`src/rtl/exe_stage_if.sv`:
```
// exe_stage_if: ID/EX fields into, and EX/MEM fields out of, the execute stage.
// master = ID side (drives ID/EX fields); slave = exe_stage. Optional FORWARDING_EN.
interface exe_stage_if #(
  parameter int DATA_W    = 32,
  parameter int RF_ADDR_W = 4
);
  logic                 freeze;
  logic                 imm;
  logic                 mem_r_en;
  logic                 mem_w_en;
  logic                 wb_en;
  logic                 b;
  logic                 s;
  logic [3:0]           exe_cmd;
  logic [RF_ADDR_W-1:0] dest;
  logic [3:0]           status_reg;
  logic [11:0]          shift_operand;
  logic [23:0]          signed_imm_24;
  logic [DATA_W-1:0]    pc;
  logic [DATA_W-1:0]    val_rn;
  logic [DATA_W-1:0]    val_rm;
`ifdef FORWARDING_EN
  logic [1:0]           sel_src1;
  logic [1:0]           sel_src2;
  logic [DATA_W-1:0]    mem_fwd_val;
  logic [DATA_W-1:0]    wb_fwd_val;
`endif
  logic                 branch_taken;
  logic [DATA_W-1:0]    branch_addr;
  logic [3:0]           status_out;
  logic [DATA_W-1:0]    alu_res_o;
  logic [DATA_W-1:0]    val_rm_o;
  logic [RF_ADDR_W-1:0] dest_o;
  logic                 wb_en_o;
  logic                 mem_r_en_o;
  logic                 mem_w_en_o;

  modport master (
    output freeze, imm, mem_r_en, mem_w_en, wb_en, b, s,
    output exe_cmd, dest, status_reg, shift_operand,
    output signed_imm_24, pc, val_rn, val_rm,
`ifdef FORWARDING_EN
    output sel_src1, sel_src2, mem_fwd_val, wb_fwd_val,
`endif
    input  branch_taken, branch_addr, status_out,
    input  alu_res_o, val_rm_o, dest_o,
    input  wb_en_o, mem_r_en_o, mem_w_en_o
  );

  modport slave (
    input  freeze, imm, mem_r_en, mem_w_en, wb_en, b, s,
    input  exe_cmd, dest, status_reg, shift_operand,
    input  signed_imm_24, pc, val_rn, val_rm,
`ifdef FORWARDING_EN
    input  sel_src1, sel_src2, mem_fwd_val, wb_fwd_val,
`endif
    output branch_taken, branch_addr, status_out,
    output alu_res_o, val_rm_o, dest_o,
    output wb_en_o, mem_r_en_o, mem_w_en_o
  );
endinterface

```
`src/rtl/exe_stage.sv`:
```
// exe_stage: ARM execute stage - Val2 generation, ALU, NZCV register,
// branch target and EX/MEM register. Ports: clk, rst (async, active-high),
// bus (exe_stage_if.slave). Optional macro FORWARDING_EN adds Rn/Rm muxes.
module exe_stage #(
  parameter int DATA_W    = 32,
  parameter int RF_ADDR_W = 4
) (
  input  logic        clk,
  input  logic        rst,
  exe_stage_if.slave  bus
);
  logic [31:0] w_rn;
  logic [31:0] w_rm;

`ifdef FORWARDING_EN
  always_comb begin
    case (bus.sel_src1)
      2'b01:   w_rn = bus.mem_fwd_val;
      2'b10:   w_rn = bus.wb_fwd_val;
      default: w_rn = bus.val_rn;
    endcase
  end

  always_comb begin
    case (bus.sel_src2)
      2'b01:   w_rm = bus.mem_fwd_val;
      2'b10:   w_rm = bus.wb_fwd_val;
      default: w_rm = bus.val_rm;
    endcase
  end
`else
  assign w_rn = bus.val_rn;
  assign w_rm = bus.val_rm;
`endif

  // Rotations use a doubled word so a zero amount needs no special case.
  logic [4:0]  w_sh_amt;
  logic [4:0]  w_rot_amt;
  logic [63:0] w_imm_dbl;
  logic [63:0] w_imm_rot;
  logic [63:0] w_rm_rot;
  logic [31:0] w_val2;

  assign w_sh_amt  = bus.shift_operand[11:7];
  assign w_rot_amt = {bus.shift_operand[11:8], 1'b0};
  assign w_imm_dbl = {2{24'b0, bus.shift_operand[7:0]}};
  assign w_imm_rot = w_imm_dbl >> w_rot_amt;
  assign w_rm_rot  = {w_rm, w_rm} >> w_sh_amt;

  always_comb begin
    w_val2 = w_rm;
    if (bus.mem_r_en || bus.mem_w_en) begin
      w_val2 = {{20{bus.shift_operand[11]}}, bus.shift_operand};
    end else if (bus.imm) begin
      w_val2 = w_imm_rot[31:0];
    end else begin
      case (bus.shift_operand[6:5])
        2'b00:   w_val2 = w_rm << w_sh_amt;
        2'b01:   w_val2 = w_rm >> w_sh_amt;
        2'b10:   w_val2 = $unsigned($signed(w_rm) >>> w_sh_amt);
        default: w_val2 = w_rm_rot[31:0];
      endcase
    end
  end

  logic        w_cin;
  logic [32:0] w_sum;
  logic [31:0] w_res;
  logic        w_c;
  logic        w_v;
  logic        w_n;
  logic        w_z;

  assign w_cin = bus.status_reg[1];

  // Subtraction is Rn + ~Val2 + carry-in, so carry out is NOT borrow.
  always_comb begin
    w_sum = '0;
    w_res = '0;
    w_c   = 1'b0;
    w_v   = 1'b0;
    case (bus.exe_cmd)
      4'b0001: w_res = w_val2;
      4'b1001: w_res = ~w_val2;
      4'b0010, 4'b0011: begin
        w_sum = {1'b0, w_rn} + {1'b0, w_val2}
              + {32'b0, (bus.exe_cmd[0] & w_cin)};
        w_res = w_sum[31:0];
        w_c   = w_sum[32];
        w_v   = (w_rn[31] == w_val2[31]) &&
                (w_res[31] != w_rn[31]);
      end
      4'b0100, 4'b0101: begin
        w_sum = {1'b0, w_rn} + {1'b0, ~w_val2}
              + {32'b0, (bus.exe_cmd[0] ? w_cin : 1'b1)};
        w_res = w_sum[31:0];
        w_c   = w_sum[32];
        w_v   = (w_rn[31] != w_val2[31]) &&
                (w_res[31] != w_rn[31]);
      end
      4'b0110: w_res = w_rn & w_val2;
      4'b0111: w_res = w_rn | w_val2;
      4'b1000: w_res = w_rn ^ w_val2;
      default: w_res = '0;
    endcase
  end

  assign w_n = w_res[31];
  assign w_z = (w_res == 32'd0);

  assign bus.branch_taken = bus.b;
  assign bus.branch_addr  = bus.pc +
    {{6{bus.signed_imm_24[23]}}, bus.signed_imm_24, 2'b00};

  logic [3:0]           r_status;
  logic [31:0]          r_alu_res;
  logic [31:0]          r_val_rm;
  logic [RF_ADDR_W-1:0] r_dest;
  logic                 r_wb_en;
  logic                 r_mem_r_en;
  logic                 r_mem_w_en;

  always_ff @(posedge clk or posedge rst) begin
    if (rst) begin
      r_status <= '0;
    end else if (bus.s && !bus.freeze) begin
      r_status <= {w_n, w_z, w_c, w_v};
    end
  end

  always_ff @(posedge clk or posedge rst) begin
    if (rst) begin
      r_alu_res  <= '0;
      r_val_rm   <= '0;
      r_dest     <= '0;
      r_wb_en    <= 1'b0;
      r_mem_r_en <= 1'b0;
      r_mem_w_en <= 1'b0;
    end else if (!bus.freeze) begin
      r_alu_res  <= w_res;
      r_val_rm   <= w_rm;
      r_dest     <= bus.dest;
      r_wb_en    <= bus.wb_en;
      r_mem_r_en <= bus.mem_r_en;
      r_mem_w_en <= bus.mem_w_en;
    end
  end

  assign bus.status_out = r_status;
  assign bus.alu_res_o  = r_alu_res;
  assign bus.val_rm_o   = r_val_rm;
  assign bus.dest_o     = r_dest;
  assign bus.wb_en_o    = r_wb_en;
  assign bus.mem_r_en_o = r_mem_r_en;
  assign bus.mem_w_en_o = r_mem_w_en;
endmodule

```
`src/flat_wrapper.sv`:
```
// flat-port wrapper written by rule: the top's interface ports become plain ports
module exe_stage_flat 
#(
  parameter int DATA_W    = 32,
  parameter int RF_ADDR_W = 4
)
  (clk, rst, bus_freeze, bus_imm, bus_mem_r_en, bus_mem_w_en, bus_wb_en, bus_b, bus_s, bus_exe_cmd, bus_dest, bus_status_reg, bus_shift_operand, bus_signed_imm_24, bus_pc, bus_val_rn, bus_val_rm, bus_branch_taken, bus_branch_addr, bus_status_out, bus_alu_res_o, bus_val_rm_o, bus_dest_o, bus_wb_en_o, bus_mem_r_en_o, bus_mem_w_en_o);
  exe_stage_if #(.DATA_W(DATA_W), .RF_ADDR_W(RF_ADDR_W)) bus_i ();
  input  logic clk;
  input  logic rst;
  input wire logic [$bits(bus_i.freeze)-1:0] bus_freeze;
  input wire logic [$bits(bus_i.imm)-1:0] bus_imm;
  input wire logic [$bits(bus_i.mem_r_en)-1:0] bus_mem_r_en;
  input wire logic [$bits(bus_i.mem_w_en)-1:0] bus_mem_w_en;
  input wire logic [$bits(bus_i.wb_en)-1:0] bus_wb_en;
  input wire logic [$bits(bus_i.b)-1:0] bus_b;
  input wire logic [$bits(bus_i.s)-1:0] bus_s;
  input wire logic [$bits(bus_i.exe_cmd)-1:0] bus_exe_cmd;
  input wire logic [$bits(bus_i.dest)-1:0] bus_dest;
  input wire logic [$bits(bus_i.status_reg)-1:0] bus_status_reg;
  input wire logic [$bits(bus_i.shift_operand)-1:0] bus_shift_operand;
  input wire logic [$bits(bus_i.signed_imm_24)-1:0] bus_signed_imm_24;
  input wire logic [$bits(bus_i.pc)-1:0] bus_pc;
  input wire logic [$bits(bus_i.val_rn)-1:0] bus_val_rn;
  input wire logic [$bits(bus_i.val_rm)-1:0] bus_val_rm;
  output wire logic [$bits(bus_i.branch_taken)-1:0] bus_branch_taken;
  output wire logic [$bits(bus_i.branch_addr)-1:0] bus_branch_addr;
  output wire logic [$bits(bus_i.status_out)-1:0] bus_status_out;
  output wire logic [$bits(bus_i.alu_res_o)-1:0] bus_alu_res_o;
  output wire logic [$bits(bus_i.val_rm_o)-1:0] bus_val_rm_o;
  output wire logic [$bits(bus_i.dest_o)-1:0] bus_dest_o;
  output wire logic [$bits(bus_i.wb_en_o)-1:0] bus_wb_en_o;
  output wire logic [$bits(bus_i.mem_r_en_o)-1:0] bus_mem_r_en_o;
  output wire logic [$bits(bus_i.mem_w_en_o)-1:0] bus_mem_w_en_o;
  assign bus_i.freeze = bus_freeze;
  assign bus_i.imm = bus_imm;
  assign bus_i.mem_r_en = bus_mem_r_en;
  assign bus_i.mem_w_en = bus_mem_w_en;
  assign bus_i.wb_en = bus_wb_en;
  assign bus_i.b = bus_b;
  assign bus_i.s = bus_s;
  assign bus_i.exe_cmd = bus_exe_cmd;
  assign bus_i.dest = bus_dest;
  assign bus_i.status_reg = bus_status_reg;
  assign bus_i.shift_operand = bus_shift_operand;
  assign bus_i.signed_imm_24 = bus_signed_imm_24;
  assign bus_i.pc = bus_pc;
  assign bus_i.val_rn = bus_val_rn;
  assign bus_i.val_rm = bus_val_rm;
  assign bus_branch_taken = bus_i.branch_taken;
  assign bus_branch_addr = bus_i.branch_addr;
  assign bus_status_out = bus_i.status_out;
  assign bus_alu_res_o = bus_i.alu_res_o;
  assign bus_val_rm_o = bus_i.val_rm_o;
  assign bus_dest_o = bus_i.dest_o;
  assign bus_wb_en_o = bus_i.wb_en_o;
  assign bus_mem_r_en_o = bus_i.mem_r_en_o;
  assign bus_mem_w_en_o = bus_i.mem_w_en_o;
  exe_stage #(.DATA_W(DATA_W), .RF_ADDR_W(RF_ADDR_W)) u_core (.clk(clk), .rst(rst), .bus(bus_i));
endmodule
```
`config.mk`:
```
export PLATFORM = sky130hd
export DESIGN_NAME = exe_stage_flat
export DESIGN_NICKNAME = d
export VERILOG_FILES = /design/src/rtl/exe_stage_if.sv /design/src/rtl/exe_stage.sv /design/src/flat_wrapper.sv
export SDC_FILE = /design/constraint.sdc
export NUM_CORES = 1
export LEC_CHECK = 0
export ABC_CLOCK_PERIOD_IN_PS = 3620
export CORE_MARGIN = 4
export CORE_UTILIZATION = 45
export DETAILED_ROUTE_END_ITERATION = 7
export DONT_BUFFER_PORTS = 1
export PLACE_DENSITY_LB_ADDON = 0.1
export SLEW_MARGIN = 20
export SYNTH_ARGS = -nofsm -noshare
export SYNTH_HDL_FRONTEND = slang
export SYNTH_SLANG_ARGS = --single-unit
```
`constraint.sdc`:
```
create_clock -name clk -period 3.62 [get_ports clk]
set_clock_uncertainty 0.05 [all_clocks]
set_input_delay 0.362 -clock clk [delete_from_list [all_inputs] [get_ports clk]]
set_output_delay 0.362 -clock clk [all_outputs]
set_load 0.1 [all_outputs]
```
==> summary by stage, run 1 <==
Floorplan
261 I/O pins were placed. The vertical extent of the die is 197 microns. The floorplan die area is 0.0387 sq mm. The area of the core is 0.0348 sq mm. The horizontal die dimension is 197 microns. The initial utilization of the core area, before any placement, comes to 46.0%. The number of rows in the core area is 68.

Worst setup path
The instance count on the critical path is 22. The element type at the critical path start is an input port. Of all nets on the critical path, the largest fanout is 102. By startpoint and endpoint, the worst setup path is classified as in -> reg. At the worst endpoint, the required time is 3860 ps. The cell with the largest stage delay on the worst path is sky130_fd_sc_hd__mux4_2. The number of cells traversed by the worst register-to-register path is 2. The number of buffers and inverters on the critical path is 5. In this design, the stage delay of the slowest critical-path cell is 570 ps.

The cell repeated most along the worst path is sky130_fd_sc_hd__buf_4. The capturing element type of the critical path is a flop. On the critical path the largest part of the delay comes from simple AND/OR/NAND/NOR gates. Data arrives at the worst endpoint at 5870 ps.

Walking the worst path, the cells encountered are mux4_2 > mux4_2 > o31a_1 > a221oi_2 > o31ai_2 > inv_1 > ha_4 > nor3_4 > buf_4 > buf_4 > o21ai_4 > a21o_1 > buf_4 > buf_6 > a21oi_2 > o21a_1 > a2111oi_4 > nor4bb_4 > nand4_1 > or4_1 > or4_4 > o41ai_2.

Logic synthesis
Summing the sequential cell areas from Yosys gives 11.7% of the chip area. Of all cell types, the one taking the most synthesized area is sky130_fd_sc_hd__dfrtp_1. After synthesis, the share of flip-flops with an asynchronous set or reset is 100%.

After synthesis, the netlist uses 91 different library cells. The netlist area before placement is 0.0160 sq mm. Of the post-synthesis cell area, the part taken by muxes is 18.7%. The number of synthesized flops with an enable pin is 0. The commonest register cell after synthesis is sky130_fd_sc_hd__dfrtp_1. The share of synthesized area in the top cell type comes to 11.7%.

The mean instance size in the synthesized netlist is 7.60 sq um. The cell count after synthesis is 2106. The arithmetic-cell share of the synthesized area counting full adders, half adders and majority gates is 10.5%. The basic-gate share of the synthesized area counting and, or, nand and nor cells is 17.8%. Sorting the synthesized cells by area gives the leading types as sky130_fd_sc_hd__dfrtp_1 (12%), sky130_fd_sc_hd__ha_1 (9.8%), sky130_fd_sc_hd__mux2_2 (7.3%). Yosys printed 0 warnings. The dominant combinational cell family by area after synthesis is compound AO/OA/AOI/OAI gates. The post-synthesis net count is 2390. The count of state elements after synthesis is 75.

The xor and xnor area share after synthesis is 2.90%. Summing the areas of all compound-gate instances in the mapped netlist gives 31.0% of the synthesized area.

Final layout
Once layout is complete, the utilization of the core stands at 68.8%. The layout has 2771 filler cells. The layout net count is 2956. In the final layout, the share of cells above drive strength 1 is 44.8%. The area added between synthesis and finish is 49.5%. The final cell area excluding filler cells is 0.0239 sq mm. Leaving out fill and tap cells, the most frequent cell in the layout is sky130_fd_sc_hd__buf_4.

In the layout the commonest cells are sky130_fd_sc_hd__buf_4 (670), sky130_fd_sc_hd__nand2_1 (186), sky130_fd_sc_hd__nor2_1 (151), sky130_fd_sc_hd__a21oi_1 (135), sky130_fd_sc_hd__o21ai_0 (115).

Timing
The maximum achievable frequency is 177 MHz. After layout, the worst path uses 156% of the clock period. The final setup slack of the worst path is -2020 ps. The final number of setup-violating endpoints is 31. The headroom to the max-slew limit is 28.3%. The total count of hold-check failures in the final report came to 0. The transition at the pin with the smallest max-transition slack is 1070 ps. Setup repair after global routing could not meet its margin everywhere. After layout, the minimum clock period comes to 5640 ps. The total count of max-transition violations in the final report is 0.

Clock network
Counting along the longest clock path gives a buffer depth of 2. The number of buffers created by CTS is 9. The cell sitting at the root of the clock tree is a sky130_fd_sc_hd__clkbuf_16. TritonCTS built the clock tree. The clock insertion delay at the later pin of the skew report is 380 ps. The count of H-tree levels built during CTS is 3. Clock-pin slew was measured on the worst setup and hold paths at 70 ps. The tree built by TritonCTS fans out to 75 sinks.

Global routing
The number of antenna violations at the first check in global routing is 2. The wire length of the first global-routing pass is 121 mm. The via count of the first global-routing pass came to 20200. The total grt overflow is 0.

The aggregate global-route resource usage is 39.9%. The pin count of the biggest net entering global routing is 103.

Routing
For this block, the routed nets add up to 81.5 mm of wire. The post-detailed-route DRC marker count is 0. Using the TritonRoute via totals, the vias-per-cell ratio works out to 6.57.

For this block, the via count after detailed routing is 20600. The detailed router finished its first iteration with 2285 violations. Dividing the detail-routed wire length by the instance count gives 26.0 microns. The detailed-routing iteration count for the pre-antenna-repair pass is 8. The number of nets still failing antenna checks after routing is 0.

Min path
The number of cells on the worst hold path is 1. The type of the tightest min-delay check is in -> reg.

Pwr
Total power for the finished layout comes to 0.00805 W. Across the VDD grid, the largest voltage drop is 0.581 mV. The leakage dissipation is 10.7 nW.

The power density over cell area is 336 mW/mm^2.

Placement
The total of buffers placed on input and output ports is 0. The worst slack at placement is -2500 ps. In this run the cell area measured after placement is 0.0215 sq mm. The final weighted congestion of routability-driven global placement is 1.07. The half-perimeter wire length after detailed placement is 62.1 mm.

Run status
The final reports fail on negative setup slack. The flow ran to the end, but the final reports show violations.

Run
The max capacitance violation total is 0.
-- final cells by class --
class / count / area, sq um / area share (%)
clock buffer: 9 / 225 / 0.941
tap: 455 / 569 / 2.38
timing repair buffer: 720 / 5710 / 23.8
sequential: 75 / 1880 / 7.84
antenna: 1 / 2.50 / 0.0105
inverter: 119 / 455 / 1.90
multi-input combinational: 1747 / 15000 / 62.8
clock inverter: 7 / 81.3 / 0.340
-- timing repair --
item,CTS,global route
endpoints found under the hold margin,40,0
setup endpoints to repair,38,38
pin swaps,86,80
setup buffers,47,28
hold buffers,1,0
resized for setup,218,119
-- Yosys cell counts, types with 26 or more instances --
library cell / instances
sky130_fd_sc_hd__a21oi_1: 169
sky130_fd_sc_hd__a221o_1: 26
sky130_fd_sc_hd__xnor2_1: 39
sky130_fd_sc_hd__nand2_1: 193
sky130_fd_sc_hd__dfrtp_1: 75
sky130_fd_sc_hd__nor2_1: 166
sky130_fd_sc_hd__o211ai_1: 28
sky130_fd_sc_hd__a21o_1: 29
sky130_fd_sc_hd__mux2i_1: 76
sky130_fd_sc_hd__a211oi_1: 28
sky130_fd_sc_hd__nand3_1: 35
sky130_fd_sc_hd__a31oi_1: 37
sky130_fd_sc_hd__inv_1: 116
sky130_fd_sc_hd__mux4_2: 44
sky130_fd_sc_hd__mux2_2: 104
sky130_fd_sc_hd__nor2b_1: 30
sky130_fd_sc_hd__ha_1: 126
sky130_fd_sc_hd__o21ai_0: 154
sky130_fd_sc_hd__nand2b_1: 33
sky130_fd_sc_hd__nor3_1: 34
sky130_fd_sc_hd__clkbuf_1: 117
-- registers in the layout (all words and copies together), names as in the netlist --
name	cells
u_core.bus.mem_r_en_o	1
u_core.bus.mem_w_en_o	1
u_core.bus.val_rm_o	32
u_core.bus.status_out	4
u_core.bus.wb_en_o	1
u_core.bus.dest_o	4
u_core.bus.alu_res_o	32
-- worst reg2reg max path: cells and delay by family, from the launching register on --
| kind | cells | cell delay, ps |
|---|---|---|
| AOI/OAI and AO/OA | 1 | 180 |
| and+or+nand+nor | 1 | 120 |
| DFF | 1 | 970 |
-- cell families (layout without fill, tap and decap cells) --
logic type      count (synthesis)  after routing
compound gates                733            733
xor+xnor                       53             53
flops                          75             75
buf+inv                       284            855
other cells                     0              1
mux                           228            228
simple gates                  602            602
fa+ha+maj                     131            131
-- through the flow --
stage | cells | TNS [ps] | hold WS (ps)
floorplan | 2106 | -25120 | 463
global placement | 3052 | -44430 | 345
detailed placement | 3052 | -46570 | 363
CTS | 3109 | -23700 | 9.95
global route | 3133 | -33300 | 29.4
finish | 3133 | -30610 | 38.8
-- report_power, final --
group          switching [W]  internal, W
clock               0.000451     0.000546
combinational        0.00280      0.00233
sequential          0.000980     0.000934
-- final timing paths --
path | start | endpoint | slack, ps
worst max-delay path | bus_shift_operand[7] | u_core.bus.status_out[2] | -2020
worst min-delay path | bus_freeze | u_core.bus.alu_res_o[28] | 40
worst max register to register | u_core.bus.alu_res_o[10] | u_core.bus.alu_res_o[10] | 2220
worst min register to register | u_core.bus.alu_res_o[2] | u_core.bus.alu_res_o[2] | 950
max in group asynchronous | rst | u_core.bus.val_rm_o[8] | 2050
min in group asynchronous | rst | u_core.bus.alu_res_o[29] | 520
-- metal layers --
layer	global-route usage, %	routed length [microns]	vias to the layer above
met4	18.7	4700	2
met3	12.0	9880	318
li1	-	-	9045
met2	60.2	34800	1337
met5	0	13	-
met1	52.6	32100	9869
No activity file was read; power rests on OpenSTA's default activity.
==> inputs of run 2 (changes only) <==
ABC_AREA = 1   (was default)
==> run 2 against run 1 <==
Effect of this change:
- the flow finishes with violations (design-rule violations, negative hold slack, negative setup slack)
- worst hold slack lost 39 ps
- first-iteration DRC count increased by 33%
- synthesized cell count rose by 33%
- critical path type unchanged
- largest power group unchanged
==> summary by stage, run 2 <==
Min path
The type of the tightest min-delay check is in -> async (was in -> reg).

Final layout
The final cell area excluding filler cells came to 0.0247 sq mm (was 0.0239 sq mm). Most frequent cells in the layout: sky130_fd_sc_hd__nand2_1 (679), sky130_fd_sc_hd__buf_4 (622), sky130_fd_sc_hd__nand3_1 (399), sky130_fd_sc_hd__inv_1 (211), sky130_fd_sc_hd__nand3_2 (170) (was sky130_fd_sc_hd__buf_4 (670), sky130_fd_sc_hd__nand2_1 (186), sky130_fd_sc_hd__nor2_1 (151), sky130_fd_sc_hd__a21oi_1 (135), sky130_fd_sc_hd__o21ai_0 (115)). The layout net count is 3645 (was 2956).

The total of fill cells in the finished design is 2792 (was 2771). The area added between synthesis and finish is 60.2% (was 49.5%). The share of post-route cells with drive strength above 1 is 40.5% (was 44.8%). The final core utilization is 73.4% (was 68.8%). The most frequent standard cell in the layout excluding fill and tap cells is sky130_fd_sc_hd__nand2_1 (was sky130_fd_sc_hd__buf_4). The antenna cell count is 0 (was 1).

Logic synthesis
The count of distinct cell types in the synthesized netlist is 54 (was 91). The netlist area before placement is 0.0154 sq mm (was 0.0160 sq mm). The commonest register cell after synthesis is sky130_fd_sc_hd__dfrtp_1 (unchanged). The mean instance size in the synthesized netlist is 5.49 sq um (was 7.60 sq um).

The post-synthesis net count is 3095 (was 2390). Top cell types by occurrence after synthesis: sky130_fd_sc_hd__nand2_1 (835), sky130_fd_sc_hd__nand3_1 (593), sky130_fd_sc_hd__inv_1 (233) (was sky130_fd_sc_hd__nand2_1 (193), sky130_fd_sc_hd__a21oi_1 (169), sky130_fd_sc_hd__nor2_1 (166)). Ranking of synthesized cells by area: sky130_fd_sc_hd__nand2_1 (20%), sky130_fd_sc_hd__nand3_1 (19%), sky130_fd_sc_hd__dfrtp_1 (12%) (was sky130_fd_sc_hd__dfrtp_1 (12%), sky130_fd_sc_hd__ha_1 (9.8%), sky130_fd_sc_hd__mux2_2 (7.3%)). The number of synthesized flops with an enable pin was 0 (unchanged). The synthesis warning total is 0 (unchanged). The share of the synthesized area in the top cell type is 20.3% (was 11.7%).

The async set-or-reset flop fraction in the synthesized netlist is 100% (unchanged). The count of state elements after synthesis was 75 (unchanged). The most numerous cell in the Yosys netlist is sky130_fd_sc_hd__nand2_1 (unchanged).

The largest area contributor in the netlist was sky130_fd_sc_hd__nand2_1 (was sky130_fd_sc_hd__dfrtp_1). The cell count after synthesis is 2811 (was 2106). The sequential area share after synthesis is 12.2% (was 11.7%).

Routing
The via count of the routed design is 23100 (was 20600). The average detailed-routed wire length per instance is 21.5 microns (was 26.0 microns). The number of DRC violations after detailed-routing iteration 0 is 3031 (was 2285). The total wire length is 82.1 mm (was 81.5 mm). The number of nets still failing antenna checks after routing is 0 (unchanged). The via count normalized by instance count was 6.06 (was 6.57).

The post-detailed-route DRC marker count came to 44 (was 0). The detailed-routing iteration count for the pre-antenna-repair pass is 8 (unchanged).

Global routing
The pin count of the biggest net entering global routing is 92 (was 103). The number of antenna violations at the first check in global routing is 2 (unchanged). The aggregate global-route resource usage is 39.7% (was 39.9%).

The wire length of the first global-routing pass is 120 mm (was 121 mm). The via count of the first global-routing pass is 21500 (was 20200). The total grt overflow is 0 (unchanged).

Clock network
The count of H-tree levels built during CTS is 3 (unchanged). The cell at the root of the clock tree is sky130_fd_sc_hd__clkbuf_16 (unchanged). The number of sinks on the clock net is 75 (unchanged). The clock insertion delay at the later pin of the skew report is 330 ps (was 380 ps).

The worst-case clock buffer depth is 2 (unchanged). The number of buffers created by CTS is 9 (unchanged). The clock-pin slew on the worst setup and hold paths came to 70 ps (about the same). The TritonCTS clock tree is built (unchanged).

Timing
The worst hold slack across all endpoints is -0.271 ps (was 38.8 ps). The total count of max-transition violations in the final report is 0 (unchanged). RSZ-0062 raised after global routing: true (unchanged). The headroom to the max-slew limit is 35.2% (was 28.3%). The maximum achievable frequency is 255 MHz (was 177 MHz). The post-route setup TNS is -2260 ps (was -30610 ps). The final number of setup-violating endpoints came to 20 (was 31). The final setup slack of the worst path is -298 ps (was -2020 ps). The total count of hold-check failures in the final report is 1 (was 0). The time the final worst path needs with I/O delays and setup is 3920 ps (was 5640 ps). The transition at the pin with the smallest max-transition slack is 971 ps (was 1070 ps).

The post-route fraction of the period consumed by the critical path is 108% (was 156%).

Run status
Result of the run: complete, but fails checks (unchanged). Failing checks: design-rule violations, negative hold slack, negative setup slack (was negative setup slack).

Worst setup path
The cell with the largest stage delay on the worst path is sky130_fd_sc_hd__nand2_1 (was sky130_fd_sc_hd__mux4_2). The start-to-end type of the worst setup path is in -> reg (unchanged). The largest driver fanout on the critical path is 39 (was 102). The highest cell delay on the worst timing path is 250 ps (was 570 ps).

The data arrival time of the critical path came to 4130 ps (was 5870 ps). The cell repeated most along the worst path is sky130_fd_sc_hd__buf_4 (unchanged). The data required time at the worst endpoint is 3830 ps (was 3860 ps). The capturing element type of the critical path is a flop (unchanged). The element type at the critical path start is an input port (unchanged).

Placement
The total of buffers placed on input and output ports is 0 (unchanged). The final weighted congestion of routability-driven global placement was 1.07 (about the same). The placed cell area came to 0.0204 sq mm (was 0.0215 sq mm). The worst slack at placement is -1230 ps (was -2500 ps). The half-perimeter wire length after detailed placement is 61.6 mm (was 62.1 mm).

Floorplan
The number of rows in the core area is 67 (was 68). The horizontal die dimension is 193 microns (was 197 microns). The area of the core is 0.0337 sq mm (was 0.0348 sq mm). The vertical extent of the die is 193 microns (was 197 microns).

The floorplan die area is 0.0373 sq mm (was 0.0387 sq mm). The starting utilization of the core area came to 45.8% (was 46.0%). The I/O pin total was 261 (unchanged).

Pwr
The power density over cell area is 318 mW/mm^2 (was 336 mW/mm^2). The leakage dissipation is 12.2 nW (was 10.7 nW). The largest voltage drop on the vdd net came to 0.500 mV (was 0.581 mV).

Run
The max capacitance violation total is 0 (unchanged).
==> run 2: cell count changes in the layout (fill, tap and decap cells not counted), moves of 36 or more <==
cell and delta:
sky130_fd_sc_hd__nand2_1 +493, sky130_fd_sc_hd__nand3_1 +366, sky130_fd_sc_hd__nand3_2 +168, sky130_fd_sc_hd__nand2_2 +118, sky130_fd_sc_hd__inv_1 +102, sky130_fd_sc_hd__mux2_2 -97, sky130_fd_sc_hd__mux2i_1 -67, sky130_fd_sc_hd__buf_4 -48
sky130_fd_sc_hd__o21ai_0 -48, sky130_fd_sc_hd__mux4_2 -45, sky130_fd_sc_hd__nor2_2 +42, sky130_fd_sc_hd__o21ai_1 +36
==> run 2: worst max-delay path: cells and delay by family <==
| kind | cells | cell delay [ps] |
|---|---|---|
| compound gates | 1 | 210 |
| buf+inv | 15 | 1900 |
| simple gates | 16 | 1620 |
==> run 2: cell type report <==
cell class              instances  area (sq um)  area share (%)
clock buffers                   9           225           0.911
repair buffers                685          5650            22.9
repair inverters                3          36.3           0.147
flip-flops and latches         75          1880            7.59
multi-input cells            2342         15300            62.0
inverters                     245           972            3.93
well taps                     448           561            2.27
clock inverters                 7          73.8           0.298
==> run 2: worst paths after layout <==
check                                          from  cells past startpoint                  endpoint  slack [ps]
max                            bus_shift_operand[7]                     32  u_core.bus.status_out[2]        -300
min                                             rst                      1   u_core.bus.val_rm_o[12]        -0.3
max reg2reg                u_core.bus.alu_res_o[20]                      2  u_core.bus.alu_res_o[20]        2200
min reg2reg                    u_core.bus.dest_o[1]                      2      u_core.bus.dest_o[1]         960
max in group asynchronous                       rst                      2  u_core.bus.alu_res_o[10]        2560
min in group clk                     bus_val_rm[14]                      2   u_core.bus.val_rm_o[14]          90
==> run 2: power breakdown <==
part / switching (W) / internal (W) / leakage (nW)
clock: 0.000349 / 0.000537 / 0.146
sequential: 0.000843 / 0.000921 / 0.938
combinational: 0.00311 / 0.00211 / 11.2
total: 0.00430 / 0.00357 / 12.2
==> run 2: metal layers <==
metal / up-vias / wire (microns) / track usage (%)
met3: 312 / 11500 / 12.5
li1: 10500 / - / -
met5: - / 34 / 0
met1: 10600 / 31900 / 53.4
met2: 1645 / 35100 / 60.9
met4: 4 / 3680 / 13.2
==> run 2: kinds of logic (layout without fill, tap and decap cells) <==
group / Yosys count / count (layout) / synth area share [%]
AND/OR/NAND/NOR: 1722 / 1722 / 47.7
buffers and inverters: 394 / 949 / 10.7
XOR/XNOR: 42 / 42 / 2.38
multiplexers: 1 / 1 / 0.0648
adder cells (fa/ha/maj): 131 / 131 / 10.9
AO/OA/AOI/OAI: 446 / 446 / 16.2
flip-flops: 75 / 75 / 12.2
==> run 2: timing repair <==
| item | 4_1_cts | 5_1_grt |
|---|---|---|
| endpoints found under the hold margin | 0 | 0 |
| pin swaps | 150 | 111 |
| gates cloned | 5 | 0 |
| resized for setup | 460 | 347 |
| hold buffers | 0 | 0 |
| endpoints found under the setup margin | 34 | 39 |
| setup buffers | 64 | 37 |
==> run 2: per-stage QoR <==
step,instances,total power (W)
after floorplan,2811,0.00421
after CTS,3777,0.00736
after global placement,3694,0.00591
final,3814,0.00788
after detailed placement,3694,0.00596
after global routing,3814,0.00822
